`src/rtl/retire_trace_unit.sv`:
```
// Retirement monitor: packs writeback retire events into trace records, buffers them in a
// show-ahead FIFO and tracks counters, halt and a watchdog. Define RETIRE_TRACE_NOP_FILTER_EN for nop filtering.
module retire_trace_unit #(
   parameter  int ADDR_W  = 16,
   parameter  int DATA_W  = 16,
   parameter  int DEPTH   = 16,
   parameter  int CNT_W   = 32,
   parameter  int TIMEOUT = 100000,
   localparam int REC_W   = 3 + 4 + 2*ADDR_W + DATA_W
) (
   input  logic              clk,
   input  logic              rst_n,
   input  logic              ret_valid,
   input  logic [ADDR_W-1:0] ret_pc,
   input  logic              ret_reg_wr,
   input  logic [3:0]        ret_reg,
   input  logic [DATA_W-1:0] ret_wdata,
   input  logic              ret_mem_rd,
   input  logic              ret_mem_wr,
   input  logic [ADDR_W-1:0] ret_mem_addr,
   input  logic [DATA_W-1:0] ret_mem_data,
   input  logic              ret_halt,
`ifdef RETIRE_TRACE_NOP_FILTER_EN
   input  logic              filter_nop,
`endif
   output logic              tr_valid,
   input  logic              tr_ready,
   output logic [REC_W-1:0]  tr_data,
   output logic [CNT_W-1:0]  inst_count,
   output logic [CNT_W-1:0]  cycle_count,
   output logic [CNT_W-1:0]  drop_count,
   output logic              halted,
   output logic              timeout
);

   localparam int PTR_W  = $clog2(DEPTH);
   localparam int IDLE_W = $clog2(TIMEOUT + 1);

   localparam logic [CNT_W-1:0]  CNT_ONE   = CNT_W'(1);
   localparam logic [CNT_W-1:0]  CNT_MAX   = '1;
   localparam logic [PTR_W:0]    PTR_ONE   = (PTR_W+1)'(1);
   localparam logic [IDLE_W-1:0] IDLE_ONE  = IDLE_W'(1);
   localparam logic [IDLE_W-1:0] IDLE_LAST = IDLE_W'(TIMEOUT - 1);

   typedef enum logic [1:0] {ST_RUN, ST_HALTED, ST_TIMEOUT} stateT;
   typedef enum logic [1:0] {KIND_NOP = 2'd0, KIND_REG = 2'd1, KIND_STORE = 2'd2, KIND_HALT = 2'd3} kindT;

   stateT               state;
   kindT                kind;
   logic                recLd;
   logic [3:0]          recReg;
   logic [DATA_W-1:0]   recValue;
   logic [ADDR_W-1:0]   recAddr;
   logic [REC_W-1:0]    record;
   logic [IDLE_W-1:0]   idleCount;

   logic [REC_W-1:0]    fifoMem [DEPTH];
   logic [PTR_W:0]      wrPtr;
   logic [PTR_W:0]      rdPtr;
   logic                fifoEmpty;
   logic                fifoFull;
   logic                accept;
   logic                filtered;
   logic                pop;
   logic                push;
   logic                drop;

   // Record packing: halt outranks register write, which outranks store.
   always_comb begin
      // NOTE: every signal gets a default first so no path through the block infers a latch.
      kind     = KIND_NOP;
      recLd    = 1'b0;
      recReg   = '0;
      recValue = '0;
      recAddr  = '0;
      if (ret_halt)
         kind = KIND_HALT;
      else if (ret_reg_wr)
         kind = KIND_REG;
      else if (ret_mem_wr)
         kind = KIND_STORE;

      if (kind == KIND_REG) begin
         recReg   = ret_reg;
         recValue = ret_wdata;
         recLd    = ret_mem_rd;
      end else if (kind == KIND_STORE) begin
         recValue = ret_mem_data;
      end

      if (recLd || kind == KIND_STORE)
         recAddr = ret_mem_addr;
   end

   assign record = {kind, recLd, recReg, ret_pc, recValue, recAddr};

`ifdef RETIRE_TRACE_NOP_FILTER_EN
   assign filtered = filter_nop && (kind == KIND_NOP);
`else
   assign filtered = 1'b0;
`endif

   assign accept    = ret_valid && (state == ST_RUN);
   assign fifoEmpty = (wrPtr == rdPtr);
   assign fifoFull  = (wrPtr[PTR_W] != rdPtr[PTR_W]) && (wrPtr[PTR_W-1:0] == rdPtr[PTR_W-1:0]);
   assign pop       = !fifoEmpty && tr_ready;
   // A full FIFO still takes the new record when the head leaves on the same edge.
   assign push      = accept && !filtered && (!fifoFull || pop);
   assign drop      = accept && !filtered && fifoFull && !pop;

   assign tr_valid  = !fifoEmpty;
   assign tr_data   = fifoEmpty ? '0 : fifoMem[rdPtr[PTR_W-1:0]];

   // NOTE: the storage array has no reset; only the pointers define what is valid, so stale entries are never visible.
   always_ff @(posedge clk) begin
      if (push)
         fifoMem[wrPtr[PTR_W-1:0]] <= record;
   end

   always_ff @(posedge clk or negedge rst_n) begin
      if (!rst_n) begin
         wrPtr <= '0;
         rdPtr <= '0;
      end else begin
         if (push)
            wrPtr <= wrPtr + PTR_ONE;
         if (pop)
            rdPtr <= rdPtr + PTR_ONE;
      end
   end

   // Control FSM, counters and sticky status flags.
   always_ff @(posedge clk or negedge rst_n) begin
      if (!rst_n) begin
         state       <= ST_RUN;
         idleCount   <= '0;
         inst_count  <= '0;
         cycle_count <= '0;
         drop_count  <= '0;
         halted      <= 1'b0;
         timeout     <= 1'b0;
      end else begin
         // NOTE: non-blocking assignments so every register samples pre-edge values regardless of statement order.
         if (accept && inst_count != CNT_MAX)
            inst_count <= inst_count + CNT_ONE;
         if (drop && drop_count != CNT_MAX)
            drop_count <= drop_count + CNT_ONE;

         case (state)
            ST_RUN: begin
               if (cycle_count != CNT_MAX)
                  cycle_count <= cycle_count + CNT_ONE;
               if (ret_valid) begin
                  idleCount <= '0;
                  if (ret_halt) begin
                     state  <= ST_HALTED;
                     halted <= 1'b1;
                  end
               end else if (idleCount == IDLE_LAST) begin
                  state   <= ST_TIMEOUT;
                  timeout <= 1'b1;
               end else begin
                  idleCount <= idleCount + IDLE_ONE;
               end
            end
            default: begin
               state <= state;
            end
         endcase
      end
   end

endmodule

```
`config.mk`:
```
export PLATFORM = sky130hd
export DESIGN_NAME = retire_trace_unit
export DESIGN_NICKNAME = d
export VERILOG_FILES = /design/src/rtl/retire_trace_unit.sv
export SDC_FILE = /design/constraint.sdc
export NUM_CORES = 1
export LEC_CHECK = 0
export BUFFER_PORTS_ARGS = -buffer_cell sky130_fd_sc_hd__buf_2
export CORE_ASPECT_RATIO = 1.75
export CORE_MARGIN = 3
export CORE_UTILIZATION = 50
export CTS_CLUSTER_DIAMETER = 150
export DETAILED_ROUTE_END_ITERATION = 10
export PLACE_DENSITY_LB_ADDON = 0.05
export SLEW_MARGIN = 20
export SYNTH_ARGS = -nofsm -noshare
export SYNTH_HDL_FRONTEND = slang
export SYNTH_SLANG_ARGS = --single-unit
```
`constraint.sdc`:
```
create_clock -name clk -period 5.93 [get_ports clk]
set_clock_uncertainty 0.1 [all_clocks]
set_input_delay 0.593 -clock clk [delete_from_list [all_inputs] [get_ports clk]]
set_output_delay 0.593 -clock clk [all_outputs]
set_load 0.01 [all_outputs]
```
==> flow_summary.yaml <==
status:
  status: "complete, no violations"
die:
  die_area_um2: 83600
  die_w_um: 220
  core_um2: 79000
  die_height_um: 380
  initial_core_util: 0.507
  boundaryPins: 230
  num_rows: 136
grt:
  antenna_found_initial: 4
  grt_overflow: 0
  grt_pass1_wl_um: 137000
  grt_max_degree: 170
  grt_pass1_vias: 21200
  grt_usage: 0.222
route:
  antenna_left: 0
  dr.pass1.iters: 6
  via_count: 19900
  routedWlPerCell_um: 27.2
  drc: 0
  drt-initial-drc-count: 1724
  routed_wl_um: 90700
  viasPerCell: 5.96
placed_design:
  hpwlAfterDp_um: 50900
  portBuffers: 229
  gp_congestion: 0.826
  place_area_um2: 42600
logic_synthesis:
  synth_edf_count: 880
  synthesis.instances: 1934
  yosysWarnings: 0
  synth_top_cell_by_area: "edfxtp_1"
  avgSynthCellArea_um2: 20.7
  synth_area_leaders: "edfxtp_1, mux4_2, dfrtp_1, xnor2_1, and2_1"
  syn_nets: 2019
  netlist.area_leader.share: 0.660
  synth.distinct_cells: 58
  async_flop_share: 0.126
  netlist_area_um2: 40000
  ys.flop_type: "edfxtp_1"
  yosysSeqAreaShare: 0.740
  synth_seq_cells: 1007
clock_tree:
  cts_inserted_buffers: 91
  ctsResizeCount: 0
  post_cts_buffers: 0
  cts_tree: "built"
  clock_latency_ns: 0.67
  cts_sinks: 1007
  root_buffer: "clkbuf_16"
  cts_max_level: 3
  max-clock-path-buffers: 3
  clkTransAtPathRegs_ns: 0.06
timing:
  relSlewSlack: 0.266
  finalHoldViolCount: 0
  fin_crit_ns: 4.72
  fin_crit_sh: 0.795
  fmax_mhz: 212
  tightestPinTransition_ns: 1.10
  rsz0062_at_grt: "no"
  setup_viol: 0
  drv_slew: 0
  finalSetupTns_ns: 0
worst_hold_path:
  worstHoldPathType: "input port to flop"
  min_from: "ret_valid"
worst_setup_path:
  cp-startpoint: "rdPtr[1]"
  crit_end: "tr_data[10]"
  r2r-end: "fifoMem[13][37]"
  required_ns: 5.24
  crit_path_max_fanout: 169
  r2r-start: "rdPtr[3]"
  start_kind: "flop"
  r2r_slack_ns: 2.37
  crit_path_end_kind: "output port"
  criticalPathCategory: "flop to output port"
  critPathArrivalTime_ns: 4.02
  ff2ff_path_depth: 6
cells_and_area:
  post-route-util: 0.577
  drive_gt1_frac: 0.319
  area_delta_synth_final_pct: 13.9
  mostFrequentLayoutCells: "edfxtp_1, mux4_2, buf_2"
  nNetsFinal: 2303
  final_common_cell: "edfxtp_1"
  design_area_um2: 45600
pwr:
  leakagePower_nw: 15.7
  vdd_drop_max_v: 0.000467
  powerDensity_nw_per_um2: 426
flow_run:
  max-cap-violations: 0
## synthesized netlist by cell type (19+ instances only)
library cell and count:
and2_1 84, xor2_1 49, and3_1 19, nor3_1 21, nand3_1 46, nand2_1 53
mux4_2 275, clkbuf_1 44, edfxtp_1 880, nand4_1 41, xnor2_1 64, nor2_1 53
dfrtp_1 127
## state kept, by name, indices dropped and copies added (netlist names)
signal and flops:
fifoMem 880, cycle_count 32, drop_count 32, inst_count 32, idleCount 17, rdPtr 5, wrPtr 5, state 2
halted 1, timeout 1
## how the worst min path moves through the flow
stage / to / depth (start not counted) / slack [ns]
after detailed placement: halted / 1 / 0.34
final: idleCount[2] / 2 / 0.14
after global placement: halted / 1 / 0.34
after floorplan: cycle_count[0] / 0 / 0.20
after CTS: idleCount[2] / 2 / 0.1
after global routing: idleCount[5] / 2 / 0.16
## metal layers
| metal | GRT usage | wire [um] |
|---|---|---|
| met1 | 0.292 | 36500 |
| met2 | 0.385 | 47700 |
| met3 | 0.0312 | 4240 |
| met4 | 0.0653 | 2210 |
| met5 | 0 | 15 |
## cell families (layout without fill, tap and decap cells)
logic type                 after synthesis  count (layout)  synth area share
buffers and inverters                   93             455            0.0113
other                                    0               2                 0
xor gates and xnor gates               113             113            0.0247
DFF                                   1007            1007             0.740
muxes                                  281             281             0.156
adders and majority gates                9               9           0.00281
and+or+nand+nor                        385             385            0.0557
AOI/OAI and AO/OA                       46              46           0.00916
## through the flow
stage | setup slack, ns | instances | power, W | hold WS, ns
finish | 1.21 | 3333 | 0.0194 | 0.144
detailed placement | 1.88 | 3159 | 0.0138 | 0.344
global placement | 1.91 | 3159 | 0.0137 | 0.340
floorplan | 0.0353 | 1934 | 0.0121 | 0.197
global route | 1.05 | 3331 | 0.0203 | 0.162
CTS | 1.13 | 3331 | 0.0197 | 0.0955
## where the power goes
group	internal, W	switching (W)
registers	0.00798	0.000230
clock network	0.00335	0.00258
logic	0.00266	0.00264
total	0.0140	0.00544
## worst max-delay path, stage by stage (launching register included)
cell and delay [ns]:
dfrtp_4 0.44, buf_12 0.77, buf_4 0.77, mux4_2 0.42
mux4_2 0.49, and2_1 0.17, buf_2 0.14
## final cells by class
type	count	area, um2
diodes	2	5.00
clock buffers	107	2410
clock inverters	64	593
fillers	5923	33400
inverters	9	33.8
multi-input cells	834	10100
flip-flops and latches	1007	29600
well taps	1035	1290
repair buffers	275	1560
## timing repair
action	4_1_cts	5_1_grt
endpoints found under the hold margin	42	0
endpoints found under the setup margin	0	0
hold buffers	1	0
(Power assumes the default switching activity.)
